===== src/rtl/l1d_downstream_resp.sv =====
// L1D downstream port: forwards MSHR linefill/evict requests to the bus and assembles
// multi-beat linefill responses into full-line data RAM writes.
module l1d_downstream_resp #(
  parameter int unsigned MSHR_NUM = 8,
  parameter int unsigned ID_W     = 3,
  parameter int unsigned ADDR_W   = 40,
  parameter int unsigned BEAT_W   = 128,
  parameter int unsigned BEATS    = 4
) (
  input  logic                    clk,
  input  logic                    rst_n,
  input  logic                    downstream_req_vld,
  output logic                    downstream_req_rdy,
  input  logic [ID_W-1:0]         downstream_req_id,
  input  logic                    downstream_req_op,
  input  logic [ADDR_W-1:0]       downstream_req_addr,
  output logic                    bus_req_vld,
  input  logic                    bus_req_rdy,
  output logic [ID_W-1:0]         bus_req_id,
  output logic                    bus_req_op,
  output logic [ADDR_W-1:0]       bus_req_addr,
  input  logic                    bus_rsp_vld,
  output logic                    bus_rsp_rdy,
  input  logic [ID_W-1:0]         bus_rsp_id,
  input  logic                    bus_rsp_last,
  input  logic [BEAT_W-1:0]       bus_rsp_data,
  output logic                    lf_wr_vld,
  input  logic                    lf_wr_rdy,
  output logic [ID_W-1:0]         lf_wr_id,
  output logic [BEAT_W*BEATS-1:0] lf_wr_dat,
  output logic                    linefill_done_en,
  output logic [ID_W-1:0]         linefill_done_id,
  output logic                    evict_done_en,
  output logic [ID_W-1:0]         evict_done_id,
  output logic                    rsp_err
);

  localparam int unsigned CntW = $clog2(BEATS) + 1;

  typedef enum logic [1:0] {StIdle, StCollect, StWrite} state_e;

  state_e state_q, state_d;

  logic              req_vld_q, req_vld_d;
  logic [ID_W-1:0]   req_id_q, req_id_d;
  logic              req_op_q, req_op_d;
  logic [ADDR_W-1:0] req_addr_q, req_addr_d;

  logic [MSHR_NUM-1:0] pend_vld_q, pend_vld_d;
  logic [MSHR_NUM-1:0] pend_op_q, pend_op_d;

  logic [ID_W-1:0]   cur_id_q, cur_id_d;
  logic [CntW-1:0]   cnt_q, cnt_d;
  logic [BEAT_W-1:0] line_q [BEATS];
  logic [BEAT_W-1:0] line_d [BEATS];

  logic            lf_done_q, lf_done_d;
  logic [ID_W-1:0] lf_id_q, lf_id_d;
  logic            ev_done_q, ev_done_d;
  logic [ID_W-1:0] ev_id_q, ev_id_d;
  logic            err_q, err_d;

  logic req_acc, rsp_acc, last_due, ev_fire, lf_fire;

  // Readiness uses the registered pend state, so a same-cycle clear never admits a reuse.
  assign downstream_req_rdy = (!req_vld_q || bus_req_rdy) && !pend_vld_q[downstream_req_id];
  assign req_acc  = downstream_req_vld && downstream_req_rdy;
  assign rsp_acc  = bus_rsp_vld && bus_rsp_rdy;
  assign last_due = (cnt_q == CntW'(BEATS - 1));

  always_comb begin
    req_vld_d  = req_vld_q;
    req_id_d   = req_id_q;
    req_op_d   = req_op_q;
    req_addr_d = req_addr_q;
    if (req_acc) begin
      req_vld_d  = 1'b1;
      req_id_d   = downstream_req_id;
      req_op_d   = downstream_req_op;
      req_addr_d = downstream_req_addr;
    end else if (bus_req_rdy) begin
      req_vld_d  = 1'b0;
    end
  end

  // Next-state and datapath updates of the response FSM.
  always_comb begin
    state_d  = state_q;
    cur_id_d = cur_id_q;
    cnt_d    = cnt_q;
    line_d   = line_q;
    ev_fire  = 1'b0;
    lf_fire  = 1'b0;
    err_d    = 1'b0;
    unique case (state_q)
      StIdle: begin
        if (rsp_acc) begin
          if (!pend_vld_q[bus_rsp_id]) begin
            err_d = 1'b1;
          end else if (pend_op_q[bus_rsp_id]) begin
            if (bus_rsp_last) ev_fire = 1'b1;
            else              err_d   = 1'b1;
          end else if (bus_rsp_last != last_due) begin
            err_d = 1'b1;
          end else begin
            line_d[0] = bus_rsp_data;
            cur_id_d  = bus_rsp_id;
            cnt_d     = CntW'(1);
            state_d   = bus_rsp_last ? StWrite : StCollect;
          end
        end
      end
      StCollect: begin
        if (rsp_acc) begin
          if (bus_rsp_id != cur_id_q || bus_rsp_last != last_due) begin
            err_d = 1'b1;
          end else begin
            for (int i = 0; i < BEATS; i++) begin
              if (cnt_q == CntW'(i)) line_d[i] = bus_rsp_data;
            end
            cnt_d = cnt_q + CntW'(1);
            if (bus_rsp_last) state_d = StWrite;
          end
        end
      end
      StWrite: begin
        if (lf_wr_rdy) begin
          lf_fire = 1'b1;
          cnt_d   = '0;
          state_d = StIdle;
        end
      end
      default: state_d = StIdle;
    endcase
    if (err_d) begin
      cnt_d   = '0;
      state_d = StIdle;
    end
  end

  always_comb begin
    pend_vld_d = pend_vld_q;
    pend_op_d  = pend_op_q;
    if (ev_fire) pend_vld_d[bus_rsp_id] = 1'b0;
    if (lf_fire) pend_vld_d[cur_id_q]   = 1'b0;
    if (req_acc) begin
      pend_vld_d[downstream_req_id] = 1'b1;
      pend_op_d[downstream_req_id]  = downstream_req_op;
    end
    lf_done_d = lf_fire;
    lf_id_d   = lf_fire ? cur_id_q : lf_id_q;
    ev_done_d = ev_fire;
    ev_id_d   = ev_fire ? bus_rsp_id : ev_id_q;
  end

  always_comb begin
    bus_rsp_rdy = (state_q != StWrite);
    lf_wr_vld   = (state_q == StWrite);
    lf_wr_id    = cur_id_q;
    lf_wr_dat   = '0;
    for (int i = 0; i < BEATS; i++) begin
      lf_wr_dat[i*BEAT_W +: BEAT_W] = line_q[i];
    end
  end

  always_ff @(posedge clk) begin
    if (!rst_n) state_q <= StIdle;
    else        state_q <= state_d;
  end

  always_ff @(posedge clk) begin
    if (!rst_n) begin
      req_vld_q  <= 1'b0;
      req_id_q   <= '0;
      req_op_q   <= 1'b0;
      req_addr_q <= '0;
      pend_vld_q <= '0;
      pend_op_q  <= '0;
      cur_id_q   <= '0;
      cnt_q      <= '0;
      line_q     <= '{default: '0};
      lf_done_q  <= 1'b0;
      lf_id_q    <= '0;
      ev_done_q  <= 1'b0;
      ev_id_q    <= '0;
      err_q      <= 1'b0;
    end else begin
      req_vld_q  <= req_vld_d;
      req_id_q   <= req_id_d;
      req_op_q   <= req_op_d;
      req_addr_q <= req_addr_d;
      pend_vld_q <= pend_vld_d;
      pend_op_q  <= pend_op_d;
      cur_id_q   <= cur_id_d;
      cnt_q      <= cnt_d;
      line_q     <= line_d;
      lf_done_q  <= lf_done_d;
      lf_id_q    <= lf_id_d;
      ev_done_q  <= ev_done_d;
      ev_id_q    <= ev_id_d;
      err_q      <= err_d;
    end
  end

  assign bus_req_vld      = req_vld_q;
  assign bus_req_id       = req_id_q;
  assign bus_req_op       = req_op_q;
  assign bus_req_addr     = req_addr_q;
  assign linefill_done_en = lf_done_q;
  assign linefill_done_id = lf_id_q;
  assign evict_done_en    = ev_done_q;
  assign evict_done_id    = ev_id_q;
  assign rsp_err          = err_q;

endmodule


===== config.mk =====
export PLATFORM = sky130hd
export DESIGN_NAME = l1d_downstream_resp
export DESIGN_NICKNAME = d
export VERILOG_FILES = /design/src/rtl/l1d_downstream_resp.sv
export SDC_FILE = /design/constraint.sdc
export NUM_CORES = 1
export LEC_CHECK = 0
export BUFFER_PORTS_ARGS = -buffer_cell sky130_fd_sc_hd__buf_4
export CORE_AREA = 5 5 293 295
export DETAILED_ROUTE_END_ITERATION = 16
export DIE_AREA = 0 0 298 300
export PLACE_DENSITY_LB_ADDON = 0.12
export SETUP_SLACK_MARGIN = 0.4
export SYNTH_ARGS = -nofsm -noshare
export SYNTH_HDL_FRONTEND = slang
export SYNTH_SLANG_ARGS = --single-unit

===== constraint.sdc =====
create_clock -name clk -period 7.3 [get_ports clk]
set_input_delay 1.46 -clock clk [delete_from_list [all_inputs] [get_ports clk]]
set_output_delay 1.46 -clock clk [all_outputs]
set_load 0.01 [all_outputs]

==> results.sh <==
export IMPL_status="finished, final reports clean"
export IMPL_cts_setup_buffers=0
export IMPL_tightestPinTransition_ps=1090
export IMPL_maxCapViolations=0
export IMPL_vias=19900
export IMPL_hold_path_end="lf_wr_dat[123]"
export IMPL_finClkSkew_ps=28.6
export IMPL_syn_instance_count=2649
export IMPL_initial_utilization_pct=26.2
export IMPL_cpMaxStageDelayCell="mux4_2"
export IMPL_ys_seq_elements=590
export IMPL_pin_count=754
export IMPL_drt_wl_total_mm=89.9
export IMPL_core_area_um2=82900
export IMPL_drt_iter0_drc=1080
export IMPL_async_reset_ff_share_pct=0
export IMPL_path_class="in2out"
export IMPL_num_rows=106
export IMPL_cts_hold_buf=0
export IMPL_max_stage_delay_ps=520
export IMPL_dp_hpwl_mm=61.2
export IMPL_path_cells="buf_4 -> mux4_2 -> nor2b_1 -> nor3_1 -> buf_4"
export IMPL_clock_sinks=590
export IMPL_reg2reg_to="lf_wr_dat[398]"
export IMPL_cts_inserted_buffers=71
export IMPL_fin_tns_setup_ps=0
export IMPL_power_density_nw_per_um2=235
export IMPL_avgSynthCellArea_um2=8.20
export IMPL_rsz0062_at_grt="false"
export IMPL_synthFlopType="dfxtp_1"
export IMPL_yosysTopAreaCell="dfxtp_1"
export IMPL_fmax_mhz=241
export IMPL_r2r_slack_ps=3340
export IMPL_fillCellCount=8789
export IMPL_synth_seq_area_share_pct=54.4
export IMPL_grt_pass1_wl_mm=131
export IMPL_end_kind="output pin"
export IMPL_drc_errors=0
export IMPL_yosys_warnings=0
export IMPL_grt_usage_pct=18.9
export IMPL_port_buffers=753
export IMPL_ys_top_cells_by_area="dfxtp_1 54%, nand2_1 19%, a21oi_1 10%"
export IMPL_arrival_ps=2690
export IMPL_cts_buffer_depth=3
export IMPL_fin_nets=3483
export IMPL_r2r_cells=8
export IMPL_clk_pin_slew_ps=60
export IMPL_min_from="lf_wr_dat[123]"
export IMPL_grt_pass1_vias=19000
export IMPL_worst_setup_path_start_kind="input pin"
export IMPL_h_tree_depth=3
export IMPL_synth_edff_count=0
export IMPL_netlist_area_um2=21700
export IMPL_cts_tree="done"
export IMPL_drt_vias_per_instance=4.51
export IMPL_worst_ep_required_time_ps=5840
export IMPL_critPathMaxFanout=10
export IMPL_hp_class="reg2reg"
export IMPL_holdPathStages=2
export IMPL_ir_worst_vdd_mv=0.165
export IMPL_place_congestion=0.801
export IMPL_synth_nets=2840
export IMPL_fp_dieH_um=300
export IMPL_cts_resized=0
export IMPL_die_w_um=298
export IMPL_cts_root_buf="clkbuf_16"
export IMPL_drv_slew=0
export IMPL_min_period_ps=4150
export IMPL_antenna_found_initial=1
export IMPL_r2r_start="cnt_q[1]"
export IMPL_setup_violations=0
export IMPL_final_core_util_pct=36.6
export IMPL_netlist_cell_type_count=51
export IMPL_wire_per_inst_um=20.3
export IMPL_grt_max_degree=156
export IMPL_fin_crit_sh_pct=56.9
export IMPL_dr_pass1_iters=7
export IMPL_antenna_left=0
export IMPL_synth_top_area_share_pct=54.4
export IMPL_yosysMostFrequentCell="nand2_1"
export IMPL_die_area_um2=89400
export IMPL_power_leakage_nw=12.0
export IMPL_gr_total_overflow=0
export IMPL_cpMostUsedCell="buf_4"
export IMPL_drive_gt1_share_pct=26.6
export IMPL_hold_viol_final=0
export IMPL_synth_common_cells="1128 x nand2_1, 590 x dfxtp_1, 441 x a21oi_1, 155 x clkbuf_1, 144 x mux2i_1"
export IMPL_relSlewSlack_pct=27.1
export IMPL_syn_to_final_growth_pct=39.6
export IMPL_clock_latency_ps=600
-- worst max-delay path by stage --
stage,startpoint,end,slack [ps],cells past startpoint
4_1_cts,downstream_req_id[0],downstream_req_rdy,3130,5
2_1_floorplan,downstream_req_id[0],downstream_req_rdy,3230,4
3_3_place_gp,bus_rsp_last,lf_wr_dat[500],2610,7
6_report,downstream_req_id[0],downstream_req_rdy,3150,5
5_1_grt,cnt_q[1],lf_wr_dat[500],2980,8
3_5_place_dp,bus_rsp_last,lf_wr_dat[398],2580,7
-- metrics by stage --
stage	power, mW	hold WS [ps]	cells	setup WS, ps	area (um^2)
after floorplan	3.49	432	2649	3230	21700
after global placement	3.71	443	4299	2610	28000
after detailed placement	3.71	447	4299	2580	28000
after CTS	7.25	455	4423	3130	30300
after global routing	7.40	465	4423	2980	30300
final	7.13	453	4424	3150	30300
-- flip-flops by register name (all words and copies together), names as in the netlist --
register / cells
bus_req_addr: 40
bus_req_id: 3
bus_req_op: 1
bus_req_vld: 1
cnt_q: 3
evict_done_en: 1
evict_done_id: 3
lf_wr_dat: 512
lf_wr_id: 3
linefill_done_en: 1
linefill_done_id: 3
pend_op_q: 8
pend_vld_q: 8
rsp_err: 1
state_q: 2
-- cell type report --
type,instances,area [um^2],share of cell area (%)
Multi-Input combinational cell,1845,8960,29.5
Clock inverter,14,193,0.635
Sequential cell,590,11800,38.9
Tap cell,1080,1350,4.45
Timing Repair Buffer,772,5870,19.3
Inverter,12,52.6,0.173
Clock buffer,110,2100,6.91
Antenna cell,1,2.50,0.00825
-- cell families after synthesis --
logic type               Yosys count  share of synthesized area [%]
AO/OA/AOI/OAI                    481                           11.6
buffers and inverters            214                           4.53
multiplexers                     154                           7.41
adder cells (fa/ha/maj)            9                          0.518
XOR/XNOR                           5                          0.202
AND/OR/NAND/NOR                 1196                           21.4
flip-flops                       590                           54.4
-- worst max-delay path: cells and delay by family --
kind                   cells  cell delay [ps]
muxes                      1              520
and+or+nand+nor            2              390
buffers and inverters      2              320
-- power breakdown --
part / internal, mW / switching [mW] / leakage (nW)
Sequential: 3.25 / 0.0151 / 4.76
Combinational: 0.141 / 0.228 / 6.11
Clock: 2.06 / 1.44 / 1.12
-- placed cells by master (no fill, tap or decap), types with 8 or more instances in the layout --
cell	n
buf_4	766
dfxtp_1	590
clkbuf_16	73
clkbuf_1	24
mux2i_1	144
clkbuf_8	13
o31ai_1	12
a21oi_1	441
nor2_1	16
nand2_1	1128
inv_1	11
nand3_1	8
ha_1	9
-- layer usage --
layer	GRT usage (%)	share of wire (%)	wire length (um)	up-vias
met5	0	0	0	-
met4	5.50	2.8	2520	0
met3	6.89	8.6	7770	121
met2	32.3	48	43100	612
met1	22.3	41	36500	9299
li1	-	-	-	9916
No activity file was read; power rests on OpenSTA's default activity.
